[config.mk]
export PLATFORM = sky130hd
export DESIGN_NAME = multi_channel_clock_divider
export DESIGN_NICKNAME = d
export VERILOG_FILES = /design/src/rtl/multi_channel_clock_divider.sv
export SDC_FILE = /design/constraint.sdc
export NUM_CORES = 1
export LEC_CHECK = 0
export CAP_MARGIN = 20
export CORE_MARGIN = 4
export CORE_UTILIZATION = 40
export DETAILED_ROUTE_END_ITERATION = 10
export GPL_ROUTABILITY_DRIVEN = 1
export HOLD_SLACK_MARGIN = 0.1
export PLACE_DENSITY = 0.59
export SLEW_MARGIN = 15
export SYNTH_ARGS = -nofsm -noshare
export SYNTH_HDL_FRONTEND = slang
export SYNTH_SLANG_ARGS = --single-unit
[constraint.sdc]
create_clock -name clk -period 1.5 [get_ports clk]
set_input_delay 0.225 -clock clk [delete_from_list [all_inputs] [get_ports clk]]
set_output_delay 0.225 -clock clk [all_outputs]
set_load 0.1 [all_outputs]
[src/rtl/multi_channel_clock_divider.sv]
// Purpose : C-channel programmable divider producing a square or one-cycle pulse output plus a
//           phase-boundary tick per channel. Divisor/mode are shadow-loaded only at a phase
//           boundary, so changes never produce runt pulses.
// Latency : outputs registered; first tick lands on the (act_div+1)-th enabled edge after
//           en rises or sync falls.
// Backpressure: none; free-running, and en/sync hold channels idle.
// Ports:
//   clk      system clock, rising edge
//   rst_n    synchronous reset, active-low
//   en[C]    per-channel enable (0 = idle, captures div/mode)
//   mode[C]  per-channel mode: 0 square, 1 pulse
//   div[C*N] packed divisors, channel i = div[i*N +: N]
//   sync     global restart, held channels idle while high
//   clk_out  per-channel divided output
//   tick     per-channel one-cycle phase-boundary strobe
module multi_channel_clock_divider #(
  parameter int N = 4,
  parameter int C = 4
) (
  input  logic           clk,
  input  logic           rst_n,
  input  logic [C-1:0]   en,
  input  logic [C-1:0]   mode,
  input  logic [C*N-1:0] div,
  input  logic           sync,
  output logic [C-1:0]   clk_out,
  output logic [C-1:0]   tick
);

  logic [C-1:0][N-1:0] cnt_q,      cnt_d;
  logic [C-1:0][N-1:0] act_div_q,  act_div_d;
  logic [C-1:0]        act_mode_q, act_mode_d;
  logic [C-1:0]        clk_out_q,  clk_out_d;
  logic [C-1:0]        tick_q,     tick_d;

  always_comb begin
    cnt_d      = cnt_q;
    act_div_d  = act_div_q;
    act_mode_d = act_mode_q;
    clk_out_d  = clk_out_q;
    tick_d     = tick_q;
    for (int i = 0; i < C; i++) begin
      if (sync || !en[i]) begin
        // Idle: keep re-capturing the programmed settings so release starts
        // from whatever div/mode is present on the last idle edge.
        cnt_d[i]      = '0;
        clk_out_d[i]  = 1'b0;
        tick_d[i]     = 1'b0;
        act_div_d[i]  = div[i*N +: N];
        act_mode_d[i] = mode[i];
      end else if (cnt_q[i] == act_div_q[i]) begin
        // Phase boundary: shadow load, and the newly loaded mode decides
        // how clk_out behaves for the phase that starts here.
        cnt_d[i]      = '0;
        tick_d[i]     = 1'b1;
        act_div_d[i]  = div[i*N +: N];
        act_mode_d[i] = mode[i];
        clk_out_d[i]  = mode[i] ? 1'b1 : ~clk_out_q[i];
      end else begin
        // cnt stops at act_div, so it can never wrap.
        cnt_d[i]  = cnt_q[i] + N'(1);
        tick_d[i] = 1'b0;
        if (act_mode_q[i]) begin
          clk_out_d[i] = 1'b0;
        end
      end
    end
  end

  always_ff @(posedge clk) begin
    if (!rst_n) begin
      cnt_q      <= '0;
      act_div_q  <= '0;
      act_mode_q <= '0;
      clk_out_q  <= '0;
      tick_q     <= '0;
    end else begin
      cnt_q      <= cnt_d;
      act_div_q  <= act_div_d;
      act_mode_q <= act_mode_d;
      clk_out_q  <= clk_out_d;
      tick_q     <= tick_d;
    end
  end

  assign clk_out = clk_out_q;
  assign tick    = tick_q;

endmodule

* Word-level counts from Yosys, hierarchy flattened
Cells that the tools add are included.
** Storage, ports and cells
- Register bits after elaboration :: 44
- Output and inout port bits :: 8
- Input port bits :: 27
** Operators by class
- $add $sub $neg :: 4
- Mux-type cells :: 32
- Reduce and logical (&&, ||, !) cells :: 24
- Bitwise operators :: 5
- Equal/unequal tests :: 4
** Operators with widths (count)
- $mux 4 :: 8
- $mux 1 :: 24
- $add 4x1->4 const B :: 4
- $eq 4x4->1 :: 4
- $reduce_bool 2->1 :: 8
- $reduce_or 3->1 :: 4
- $reduce_or 2->1 :: 4
- $not 1->1 :: 5
- $logic_not 1->1 :: 4
- $logic_or 1x1->1 :: 4

* Longest topological paths before layout
Gate-level depths: netlist of run 1.
- Depth after elaboration :: 3
- Gate-level depth with buffers :: 5
- Gate-level depth less buffers :: 3

* Worst setup path after synthesis of run 1
OpenSTA, ideal clock, no wires.
- Kind :: flip-flop to flip-flop
- Start point :: reg clk_out_q[0], in the netlist clk_out[0]
- End point :: reg clk_out_q[0], in the netlist clk_out[0]
- Buffers on the path :: 0
- Stages on the path, launching flop included :: 4
- Period minus slack after synthesis :: 1.539 ns
- Data arrival time :: 1.451 ns
- Data required time :: 1.412 ns
- Slack :: -0.039 ns
- Path through :: dfxtp_1 > nor2b_1 > a41oi_1 > a311oi_2
** Between the ends
- Word-level cells in the longest chain between the ends :: 3
** RTL lines
- start: declaration :: RTL line 33 : logic [C-1:0] clk_out_q, clk_out_d;
- start signal: assignment :: RTL line 81 : clk_out_q <= clk_out_d;
- $not 1->1 :: RTL line 58 : clk_out_d[i] = mode[i] ? 1'b1 : ~clk_out_q[i];
- $mux 1 :: RTL line 58
- $mux 1 :: RTL line 51 : end else if (cnt_q[i] == act_div_q[i]) begin
No other way between the ends.
A chain may end at the register's enable or synchronous reset.

* Final worst setup path of run 1
- Start point :: in sync
- End point :: reg clk_out_q[3], in the netlist clk_out[3]
** Between the ends
- Word-level cells in the longest chain between the ends :: 2
** RTL lines
- start: declaration :: RTL line 25 : input logic sync,
- $logic_or 1x1->1 :: RTL line 43 : if (sync || !en[i]) begin
- $reduce_or 2->1 (no source line)
No other way between the ends.

==> impl_metrics.py, run 1 <==
metrics = {
    "hold_path": {
        "hold_class": "register to register",
        "hold_start": "act_mode_q[2]",
    },
    "timing": {
        "setup_viol": 0,
        "rsz0062_at_grt": "no",
        "worstMarginPinSlew_ns": 0.439,
        "hold_violations": 0,
        "period_share_pct": 90.6,
        "fin_crit_ns": 1.36,
        "finClkSkew_ns": 0.00779,
        "finalMaxSlewViolations": 0,
        "fin_ws_ns": 0.140,
        "timing.fmax_mhz": 735,
        "slew-limit-headroom_pct": 70.5,
        "whs_ns": 0.469,
    },
    "floorplanning": {
        "coreArea_um2": 4750,
        "rows": 25,
        "die_w_um": 78.5,
        "io_pins": 35,
        "die-area_um2": 6160,
        "start_util_pct": 41.8,
        "die_y_um": 78.5,
    },
    "routing": {
        "first_pass_iters": 3,
        "drtIter0Drc": 48,
        "ant_nets": 0,
        "vias": 1491,
        "wl_um": 3680,
        "wire_per_inst_um": 11.8,
        "drc_errors": 0,
        "via_per_inst": 4.76,
    },
    "cts": {
        "htree_num_levels": 2,
        "cts_hold_buf": 0,
        "cts_root_buffer": "clkbuf_8",
        "clk_pin_slew_ns": 0.08,
        "post_cts_resized": 0,
        "clock_latency_ns": 0.30,
        "cts_buffers": 5,
        "cts_sinks": 44,
        "postCtsSetupBuffers": 0,
        "clockBufferDepth": 2,
        "cts_tree": "yes",
    },
    "synthesis": {
        "synth_area_leaders": "dfxtp_1 (44%), mux2i_1 (10%), xnor2_1 (8.8%)",
        "synth_edf_count": 0,
        "synth-seq-cells": 44,
        "synth.most_common_cell": "dfxtp_1",
        "netlist_instances": 201,
        "synth_ff_type": "dfxtp_1",
        "ys_seq_area_share_pct": 44.3,
        "syn_avg_cell_area_um2": 9.89,
        "yosysTopAreaCell": "dfxtp_1",
        "syn-num-nets": 232,
        "synth_common_cells": "dfxtp_1 (44), nand2_1 (42), mux2i_1 (20), xnor2_1 (20), nor3_1 (12)",
        "synth.top_cell.area_share_pct": 44.3,
        "synth.distinct_cells": 24,
        "ys_warn_count": 0,
        "async_reset_ff_share_pct": 0,
        "syn_area_um2": 1990,
    },
    "flow_run": {
        "drv_cap": 0,
    },
    "global_routing": {
        "track_usage_pct": 13.2,
        "gr-total-overflow": 0,
        "grt_pass1_wl_um": 6480,
        "grt_pass1_vias": 1490,
        "grt_max_degree": 24,
        "grt_antenna_before_repair": 0,
    },
    "placed_design": {
        "io_buffers": 34,
        "placed_area_um2": 2540,
        "post-place-ws_ns": -0.174,
        "dpl.hpwl_um": 2830,
        "finalWeightedCongestion": 0.741,
    },
    "critical_path": {
        "startpoint": "sync",
        "critPathRequiredTime_ns": 1.70,
        "critPathKind": "primary input to register",
        "path_max_fanout": 6,
        "r2r_setup_slack_ns": 0.22,
        "r2r-start": "cnt_q[14]",
        "startpoint_type": "primary input",
        "critPathCaptureType": "register",
        "arrival_ns": 1.56,
    },
    "cells_and_area": {
        "seq_area_um2": 886,
        "multi_input_area_um2": 1040,
        "drive_above_1_share_pct": 15.9,
        "areaGrowthSynthToFinish_pct": 32.4,
        "final_util_pct": 55.4,
        "final_area_um2": 2630,
        "nets": 276,
        "antenna_cells": 0,
        "n_fill_cell": 459,
    },
    "pwr": {
        "fin_total_pwr_mw": 2.49,
        "power_density_nw_per_um2": 947,
        "power.leakage_nw": 0.947,
        "ir_worst_vdd_uv": 451,
    },
    "outcome": {
        "status": "finished, final reports clean",
    },
}
final timing paths:
check | to | depth (start not counted)
worst max-delay path | clk_out[3] | 4
worst max register to register | clk_out[3] | 3
worst min-delay path | act_mode_q[2] | 2
worst min register to register | act_mode_q[2] | 2
logic make-up (layout without fill, tap and decap cells):
group | Yosys count | after routing | synth area share [%]
and+or+nand+nor | 83 | 83 | 20.6
DFF | 44 | 44 | 44.3
xor gates and xnor gates | 24 | 24 | 10.6
muxes | 20 | 20 | 10.1
buffers and inverters | 14 | 59 | 3.40
AOI/OAI and AO/OA | 12 | 12 | 8.56
adders and majority gates | 4 | 4 | 2.52
power breakdown:
group          leakage (nW)  internal [mW]  switching (mW)  total (mW)
sequential            0.362           1.22          0.0423        1.27
clock                0.0445          0.374           0.395       0.769
combinational         0.540          0.233           0.226       0.459
metal layers:
layer	track usage (%)	vias to the layer above	wire, um
met2	21.8	24	1800
li1	-	773	-
met1	15.8	689	1680
met5	0	-	0
met3	4.01	5	133
met4	5.77	0	68
sequential cells by signal (all words and copies together), names as in the netlist:
register and count:
tick 4, cnt_q 16, clk_out 4, act_div_q 16, act_mode_q 4
final cells by class:
type                       instances  area share (%)
tap                               67            3.18
clock buffer                       7            3.28
clock inverter                     1           0.285
multi-input combinational        143            39.5
sequential                        44            33.7
inverter                           5           0.713
timing repair buffer              46            19.4
cells in the final DEF (no fill, tap or decap):
cell,count
or2_0,2
buf_4,12
nand2b_1,4
clkinvlp_4,1
buf_12,8
nor2_1,2
dfxtp_1,40
xor2_1,4
clkbuf_1,1
clkdlybuf4s50_1,26
clkbuf_8,6
a41oi_2,2
a311oi_2,2
nor2b_1,7
ha_1,4
a41oi_1,4
nand3_1,4
nand4_1,2
and4_4,2
xnor2_1,20
and4_1,2
nor3_1,12
nand2_1,42
dfxtp_2,4
inv_1,5
a41oi_4,2
nor3b_1,4
mux2i_1,20
a311oi_1,2
critical path, cell delays in order:
cell and delay (ns):
clkdlybuf4s50_1 0.50, nand2b_1 0.23, or2_0 0.33, a311oi_1 0.26
stage by stage:
stage / cells / setup TNS [ns]
final: 313 / 0
after global routing: 313 / 0
after CTS: 313 / 0
after detailed placement: 305 / -1.98
after global placement: 305 / -0.896
after floorplan: 201 / 0
Power figures use the tool's default switching activity.
==> run 2: changes to the inputs <==
==> constraint.sdc (replaced) <==
create_clock -name clk -period 1.58 [get_ports clk]
set_input_delay 0.237 -clock clk [delete_from_list [all_inputs] [get_ports clk]]
set_output_delay 0.237 -clock clk [all_outputs]
set_load 0.1 [all_outputs]
==> run 2 against run 1 <==
Worst setup slack improved by 0.15 ns. Global-route usage decreased by 0.21 points. Utilization decreased by 0.37 points. Design area decreased by 0.67%. Largest cell class unchanged. Critical endpoint unchanged. Total power decreased by 0.61%. Register-to-register slack improved by 0.08 ns. Critical path type unchanged. Count of clock-buffer cells in the layout decreased by 2.
==> impl_metrics.py, run 2 (same netlist as run 1, synthesis figures left out) <==
metrics = {
    "cells_and_area": {
        "instances_no_fill": 309,
        "drive_above_1_share_pct": 13.2,
        "final_area_um2": 2620,
        "n_fill_cell": 463,
        "areaGrowthSynthToFinish_pct": 31.5,
        "layout_common_cells": "dfxtp_1 (44), nand2_1 (42), clkdlybuf4s50_1 (26), xnor2_1 (20), mux2i_1 (20)",
        "final_common_cell": "dfxtp_1",
        "largest_registers": "act_div_q: 16 flops, cnt_q: 16 flops",
        "nets": 272,
        "antenna_cells": 0,
    },
    "cts": {
        "cts_buffers": 5,
        "cts_hold_buf": 0,
        "cts_root_buffer": "clkbuf_8",
        "postCtsSetupBuffers": 0,
        "clockBufferDepth": 2,
        "post_cts_resized": 0,
        "clk_pin_slew_ns": 0.09,
        "cts_sinks": 44,
        "htree_num_levels": 2,
        "cts_tree": "yes",
        "clock_latency_ns": 0.30,
    },
    "critical_path": {
        "cpMaxStageDelayCell": "clkdlybuf4s50_1",
        "r2r_setup_slack_ns": 0.30,
        "ff2ff_path_depth": 3,
        "critPathRequiredTime_ns": 1.79,
        "cp_top_family": "simple AND/OR/NAND/NOR gates",
        "arrival_ns": 1.50,
        "r2r-start": "cnt_q[8]",
        "startpoint_type": "primary input",
        "critPathCaptureType": "register",
        "critPathKind": "primary input to register",
        "crit_chain": "clkdlybuf4s50_1 -> nand2b_1 -> or2_0 -> a311oi_1",
        "max_stage_delay_ns": 0.48,
        "regToRegEndpoint": "act_div_q[8]",
        "path_max_fanout": 6,
        "crit_buf_inv": 1,
    },
    "timing": {
        "rsz0062_at_grt": "no",
        "fin_crit_ns": 1.29,
        "hold_violations": 0,
        "timing.fmax_mhz": 776,
        "slew-limit-headroom_pct": 69.3,
        "worstMarginPinSlew_ns": 0.458,
        "finalMaxSlewViolations": 0,
        "finClkSkew_ns": 0.00625,
        "setup_viol": 0,
        "period_share_pct": 81.6,
    },
    "routing": {
        "wl_met3_um": 186,
        "wl_um": 3610,
        "wl_met2_um": 1610,
        "ant_nets": 0,
        "vias": 1455,
        "first_pass_iters": 4,
        "drtIter0Drc": 39,
        "wire_per_inst_um": 11.7,
        "top_layer": "met4",
        "wl_met1_um": 1750,
        "via_per_inst": 4.71,
        "drc_errors": 0,
    },
    "pwr": {
        "ir_worst_vdd_uv": 598,
        "power.leakage_nw": 0.937,
        "power_density_nw_per_um2": 948,
    },
    "floorplanning": {
        "die_y_um": 78.5,
        "rows": 25,
        "start_util_pct": 41.8,
        "coreArea_um2": 4750,
        "die_w_um": 78.5,
        "io_pins": 35,
        "die-area_um2": 6160,
    },
    "global_routing": {
        "grt_max_degree": 28,
        "track_usage_pct": 13.0,
        "grt_antenna_before_repair": 0,
        "grt_pass1_vias": 1432,
        "grt_pass1_wl_um": 6350,
        "gr-total-overflow": 0,
    },
    "placed_design": {
        "placed_area_um2": 2500,
        "finalWeightedCongestion": 0.770,
        "dpl.hpwl_um": 2730,
        "io_buffers": 34,
        "dp_cells": 301,
    },
    "hold_path": {
        "hold_end": "act_mode_q[2]",
        "hold_path_depth": 2,
        "hold_start": "act_mode_q[2]",
        "hold_class": "register to register",
    },
    "outcome": {
        "status": "finished, final reports clean",
    },
    "flow_run": {
        "drv_cap": 0,
    },
}
[run 2: worst max-delay path by stage]
| stage | startpoint | cells past startpoint | slack, ns | to |
|---|---|---|---|---|
| after floorplan | clk_out[0] | 3 | 0.04 | clk_out[0] |
| after global placement | sync | 4 | 0.007 | clk_out[3] |
| after detailed placement | sync | 4 | -0.006 | clk_out[3] |
| after CTS | cnt_q[8] | 3 | 0.30 | act_div_q[8] |
| after global routing | act_div_q[15] | 3 | 0.13 | clk_out[3] |
| final | sync | 4 | 0.29 | clk_out[3] |
[run 2: layout make-up]
cell class / instances / area [um^2] / area share, %
Clock inverter: 3 / 42.5 / 1.63
Inverter: 5 / 18.8 / 0.718
Sequential cell: 44 / 881 / 33.7
Tap cell: 67 / 83.8 / 3.21
Timing Repair Buffer: 42 / 480 / 18.4
Multi-Input combinational cell: 143 / 1040 / 39.8
Clock buffer: 5 / 68.8 / 2.63
[run 2: per-stage QoR]
step	power (mW)	TNS [ns]	utilization (%)	hold slack (ns)	setup WS, ns
floorplan	1.51	0	-	0.376	0.0411
CTS	2.52	0	55.0	0.467	0.296
global route	2.60	0	55.0	0.490	0.131
global placement	1.65	0	52.7	0.450	0.00663
finish	2.48	0	55.0	0.468	0.291
detailed placement	1.65	-0.00708	52.7	0.458	-0.00601
[run 2: per-layer routing]
| layer | track usage (%) | up-vias |
|---|---|---|
| met5 | 0 | - |
| met4 | 5.24 | 0 |
| met3 | 4.13 | 5 |
| met2 | 20.5 | 22 |
| met1 | 16.4 | 661 |
| li1 | - | 767 |
[run 2: where the power goes]
| group | switching [mW] | total, mW | internal, mW |
|---|---|---|---|
| registers | 0.0393 | 1.20 | 1.16 |
| clock network | 0.387 | 0.854 | 0.468 |
| logic | 0.214 | 0.424 | 0.210 |
| total | 0.640 | 2.48 | 1.84 |
[run 2: worst register-to-register path, stage by stage, from the launching register on]
cell,delay [ns]
dfxtp_1,0.35
xnor2_1,0.38
a41oi_4,0.27
mux2i_1,0.17
